[config.mk]
export PLATFORM = sky130hd
export DESIGN_NAME = urx_deser
export DESIGN_NICKNAME = d
export VERILOG_FILES = /design/src/rtl/urx_deser_pkg.sv /design/src/rtl/urx_baud_cnt.sv /design/src/rtl/urx_deser.sv
export SDC_FILE = /design/constraint.sdc
export NUM_CORES = 1
export LEC_CHECK = 0
export ABC_AREA = 0
export CAP_MARGIN = 10
export CORE_UTILIZATION = 39
export CTS_CLUSTER_SIZE = 28
export DETAILED_ROUTE_END_ITERATION = 8
export SLEW_MARGIN = 20
export SYNTH_ARGS = -nofsm -noshare
export SYNTH_HDL_FRONTEND = slang
export SYNTH_SLANG_ARGS = --single-unit
[constraint.sdc]
create_clock -name clk_sys -period 3 [get_ports clk_sys]
set_clock_uncertainty 0.15 [all_clocks]
set_input_delay 0.6 -clock clk_sys [delete_from_list [all_inputs] [get_ports clk_sys]]
set_output_delay 0.6 -clock clk_sys [all_outputs]
set_load 0.01 [all_outputs]
[src/rtl/urx_deser_pkg.sv]
// Shared constants for the UART receive deserializer: FSM state encoding
// and the default bit period for a 50 MHz clock at 115200 baud.
package urx_deser_pkg;

  localparam int URX_BAUD_DIV_DEF = 434;

  typedef enum logic [2:0] {
    ST_IDLE  = 3'd0,
    ST_START = 3'd1,
    ST_DATA  = 3'd2,
    ST_PAR   = 3'd3,
    ST_STOP  = 3'd4
  } urx_state_e;

endpackage

[src/rtl/urx_baud_cnt.sv]
// Free-running 16-bit bit-period counter. It wraps on the half-period
// terminal count while half_mode is set (start-bit centering), otherwise on
// the full-period terminal count. clr forces it back to 0 on the next edge.
module urx_baud_cnt #(
  parameter int BAUD_DIV = 434
) (
  input  logic clk_sys,
  input  logic rst_n,
  input  logic clr,
  input  logic half_mode,
  output logic tick_half,
  output logic tick_full
);

  localparam logic [15:0] HALF_TC = 16'(BAUD_DIV / 2 - 1);
  localparam logic [15:0] FULL_TC = 16'(BAUD_DIV - 1);

  logic [15:0] cnt;

  assign tick_half = (cnt == HALF_TC);
  assign tick_full = (cnt == FULL_TC);

  // Count up every cycle; wrap to 0 on the active terminal count or on clear.
  always_ff @(posedge clk_sys) begin
    if (!rst_n) begin
      cnt <= 16'd0;
    end else if (clr) begin
      cnt <= 16'd0;
    end else if (half_mode ? tick_half : tick_full) begin
      cnt <= 16'd0;
    end else begin
      cnt <= cnt + 16'd1;
    end
  end

endmodule

[src/rtl/urx_deser.sv]
// UART receive deserializer (8N1 or 8E1). Detects the start edge, centres on
// the start bit, samples each following bit once per bit period, and reports
// a good byte, a framing error or a parity error as one-cycle pulses on the
// cycle after the stop bit is sampled.
//
// Output handshake: rx_vld, rx_ferr and rx_perr are single-cycle strobes with
// no ready/back-pressure; at most one of them is high in any cycle. rx_data
// changes only together with an rx_vld pulse and holds its value otherwise;
// a consumer that misses a pulse simply sees the byte overwritten.
module urx_deser
  import urx_deser_pkg::*;
#(
  parameter int BAUD_DIV  = URX_BAUD_DIV_DEF,
  parameter int PARITY_EN = 0
) (
  input  logic       clk_sys,
  input  logic       rst_n,
  input  logic       urx_p1,
  output logic [7:0] rx_data,
  output logic       rx_vld,
  output logic       rx_ferr,
  output logic       rx_perr,
  output logic       rx_busy,
  output logic [2:0] state_dbg
);

  urx_state_e state;
  logic       urx_d;
  logic [2:0] bit_idx;
  logic [7:0] shreg;
  logic       par_err;
  logic       fin;
  logic       stop_bit;
  logic       perr_q;

  logic start_edge;
  logic cnt_clr;
  logic tick_half;
  logic tick_full;

  assign start_edge = urx_d & ~urx_p1;
  assign cnt_clr    = (state == ST_IDLE) && start_edge;
  assign rx_busy    = (state != ST_IDLE);
  assign state_dbg  = state;
  // Parity errors can only exist in the 8E1 build.
  assign rx_perr    = (PARITY_EN != 0) ? perr_q : 1'b0;

  urx_baud_cnt #(
    .BAUD_DIV (BAUD_DIV)
  ) u_baud_cnt (
    .clk_sys   (clk_sys),
    .rst_n     (rst_n),
    .clr       (cnt_clr),
    .half_mode (state == ST_START),
    .tick_half (tick_half),
    .tick_full (tick_full)
  );

  // Frame FSM, shift register, parity tracking and registered result pulses.
  always_ff @(posedge clk_sys) begin
    if (!rst_n) begin
      state    <= ST_IDLE;
      urx_d    <= 1'b1;
      bit_idx  <= 3'd0;
      shreg    <= 8'h00;
      par_err  <= 1'b0;
      fin      <= 1'b0;
      stop_bit <= 1'b1;
      rx_data  <= 8'h00;
      rx_vld   <= 1'b0;
      rx_ferr  <= 1'b0;
      perr_q   <= 1'b0;
    end else begin
      urx_d   <= urx_p1;
      rx_vld  <= 1'b0;
      rx_ferr <= 1'b0;
      perr_q  <= 1'b0;
      fin     <= 1'b0;

      // Result of the frame whose stop bit was sampled last cycle;
      // a bad stop bit outranks a parity mismatch.
      if (fin) begin
        if (!stop_bit) begin
          rx_ferr <= 1'b1;
        end else if (par_err) begin
          perr_q <= 1'b1;
        end else begin
          rx_vld  <= 1'b1;
          rx_data <= shreg;
        end
      end

      case (state)
        ST_IDLE: begin
          if (start_edge) begin
            state   <= ST_START;
            par_err <= 1'b0;
          end
        end
        ST_START: begin
          if (tick_half) begin
            if (!urx_p1) begin
              state   <= ST_DATA;
              bit_idx <= 3'd0;
            end else begin
              state <= ST_IDLE;
            end
          end
        end
        ST_DATA: begin
          if (tick_full) begin
            shreg   <= {urx_p1, shreg[7:1]};
            bit_idx <= bit_idx + 3'd1;
            if (bit_idx == 3'd7) begin
              state <= (PARITY_EN != 0) ? ST_PAR : ST_STOP;
            end
          end
        end
        ST_PAR: begin
          if (tick_full) begin
            par_err <= urx_p1 ^ (^shreg);
            state   <= ST_STOP;
          end
        end
        ST_STOP: begin
          if (tick_full) begin
            stop_bit <= urx_p1;
            fin      <= 1'b1;
            state    <= ST_IDLE;
          end
        end
        default: state <= ST_IDLE;
      endcase
    end
  end

endmodule
==> results.md <==
- Max-Slew Margin vs Limit: 58.0%
- Layout cells sized above 1: 7.62%
- Setup TNS Final: 0 ns
- WL met1: 1740 um
- Final RePlAce weighted congestion: 0.761
- First-pass GRT wire length: 5630 um
- WL met3: 151 um
- Crit path DAT: 1.57 ns
- Number of synthesized flops with an enable pin: 0
- Vias per Instance: 4.73
- Initial core utilization: 41.1%
- Net Count, Synth: 214
- Max Buffers Root-to-Sink: 2
- CTS tree: built
- Antenna violations before repair: 0
- Ys async rst share: 0%
- DR WL/cell: 11.2 um
- Die width: 73.0 um
- Clock latency on the worst-skew pair: 0.29 ns
- GRT Resource Usage Total: 13.9%
- Port Buffer Count: 16
- Grt total ovfl: 0
- Post-Synthesis Cells: 206
- Crit path max fanout: 8
- Root buffer cell: clkbuf_8
- Slew @ Worst Pin: 0.629 ns
- Top sig layer: met4
- Outcome: finished clean
- Post-layout nets: 230
- Average size of a mapped cell: 9.54 um^2
- Library cells used by synthesis: 38
- Setup repair bufs after CTS: 0
- Area delta synth->final: 15.0%
- Top FF cell, synth: dfxtp_1
- DRC: 0
- Diodes inserted: 0
- Crit. End Element: output port
- Antenna Nets Post-Route: 0
- CP Launch Type: flip-flop
- RSZ-0062 raised after global routing: false
- Hold Fails Final Rpt: 0
- Util after Layout: 47.2%
- Kind of critical path: flip-flop to output port
- TritonRoute pass-1 iters: 4
- Sink Count: 44
- Max VDD drop: 165 uV
- Post-cts sizing count: 0
- Die Y: 73.0 um
- Routed length on met2: 1340 um
- CP Data Required Time: 2.25 ns
- # fillers: 461
- Largest stage delay, worst path: 0.49 ns
- Yosys warns: 0
- Max-cap violations: 0
- Min Tclk post-route: 2.32 ns
- LEAKAGE: 0.000881 uW
- Period utilization: 77.3%
- Slowest-stage cell, CP: clkdlybuf4s50_1
- Vias: 1,373
- CTS Buf Count: 5
- Initial detailed-routing violation count: 132
- Final wirelength: 3260 um
- Pins Over Slew Limit: 0
- H-tree level count: 2
- Setup violations, final: 0
- Vias in the first global route: 1,190
- Core area: 4790 um^2
- Synth Register Bits: 44
- Pwr Total: 1110 uW
- Seq/Total Area, Yosys: 44.8%
- Hold Crit Class: flip-flop to flip-flop
- Power density over the cells: 493 nW/um^2
- CTS clk-pin slew, worst paths: 0.08 ns
- Post-CTS Hold Buffers: 0
- Synthesized area: 1970 um^2
- Die ar.: 5330 um^2
- Detailed Place HPWL: 2240 um
- I/O pin cnt: 18
- Crit-path cells: or3_1 > clkdlybuf4s50_1
- Num rows: 25
- Largest net degree at the start of global routing: 21
- Max Freq: 431 MHz
[final cells by class]
cell class,count,area [um^2],share of cell area (%)
Inverter,7,26.3,1.16
Sequential cell,44,881,39.0
Clock buffer,6,72.6,3.21
Tap cell,67,83.8,3.71
Clock inverter,2,35.0,1.55
Timing Repair Buffer,17,168,7.42
Multi-Input combinational cell,147,993,44.0
[state kept, by name (all words and copies together), names as in the netlist]
register and count:
u_baud_cnt.cnt 16, shreg 8, state_dbg 3, rx_ferr 1
fin 1, par_err 1, rx_vld 1, urx_d 1
stop_bit 1, rx_data 8, bit_idx 3
[path summary, 6_finish.rpt]
| check | start | endpoint | slack [ns] | cells after the start |
|---|---|---|---|---|
| setup reg to reg | u_baud_cnt.cnt[4] | u_baud_cnt.cnt[14] | 0.95 | 5 |
| hold reg to reg | fin | rx_ferr | 0.29 | 2 |
| setup / recovery | state_dbg[2] | rx_busy | 0.68 | 2 |
| hold / removal | fin | rx_ferr | 0.29 | 2 |
[logic make-up after synthesis]
| kind of cell | share of synthesized area, % |
|---|---|
| and+or+nand+nor | 22.9 |
| DFF | 44.8 |
| xor gates and xnor gates | 9.80 |
| muxes | 8.66 |
| buffers and inverters | 4.65 |
| AOI/OAI and AO/OA | 5.86 |
| adders and majority gates | 3.18 |
| other | 0.191 |
[synth_stat cells (all sizes together) (2+ instances only)]
library cell / number / share of area [%]
dfxtp: 44 / 45
nor2: 41 / 7.8
mux2i: 17 / 8.7
xnor2: 12 / 5.3
nand2: 10 / 1.9
xor2: 10 / 4.5
nand3: 8 / 2.0
and3: 7 / 2.5
inv: 7 / 1.3
ha: 5 / 3.2
buf: 4 / 2.5
clkbuf: 4 / 0.76
nand4: 4 / 1.3
a21oi: 3 / 0.76
a31o: 3 / 1.3
and2: 3 / 0.95
and4: 2 / 0.89
nand2b: 2 / 0.64
nor3: 2 / 0.51
nor4: 2 / 1.3
nor4bb: 2 / 1.0
o31ai: 2 / 0.76
[through the flow]
step,setup WS (ns),hold WS [ns],std cells,area (um^2)
global placement,0.800,0.280,282,2150
global route,0.617,0.314,290,2260
floorplan,1.17,0.261,206,1970
detailed placement,0.778,0.281,282,2150
finish,0.681,0.291,290,2260
CTS,0.671,0.292,290,2260
[worst max-delay path: cells and delay by family (launching register included)]
family	cells	cell delay [ns]
DFF	1	0.39
and+or+nand+nor	1	0.41
buffers and inverters	1	0.49
[metal layers]
metal	up-vias	GRT usage (%)
met5	-	0
met4	0	5.88
met3	2	4.70
met2	25	19.0
met1	626	19.6
li1	720	-
[power by group]
| part | total, uW | switching [uW] | internal, uW |
|---|---|---|---|
| sequential | 599 | 8.34 | 590 |
| clock | 441 | 194 | 247 |
| combinational | 74.7 | 43.6 | 31.1 |
[cells in the final DEF, fill, tap and decap left out, drive strengths merged, types with 2 or more instances in the layout]
| cell | instances |
|---|---|
| dfxtp | 44 |
| nor2 | 41 |
| mux2i | 17 |
| clkdlybuf4s50 | 16 |
| xnor2 | 12 |
| nand2 | 10 |
| xor2 | 10 |
| nand3 | 8 |
| inv | 7 |
| and3 | 7 |
| clkbuf | 6 |
| ha | 5 |
| nand4 | 4 |
| and2 | 3 |
| a31o | 3 |
| a21oi | 3 |
| nor3 | 2 |
| nor4 | 2 |
| nor4bb | 2 |
| and4 | 2 |
| nand2b | 2 |
| o31ai | 2 |
(Power assumes the default switching activity.)
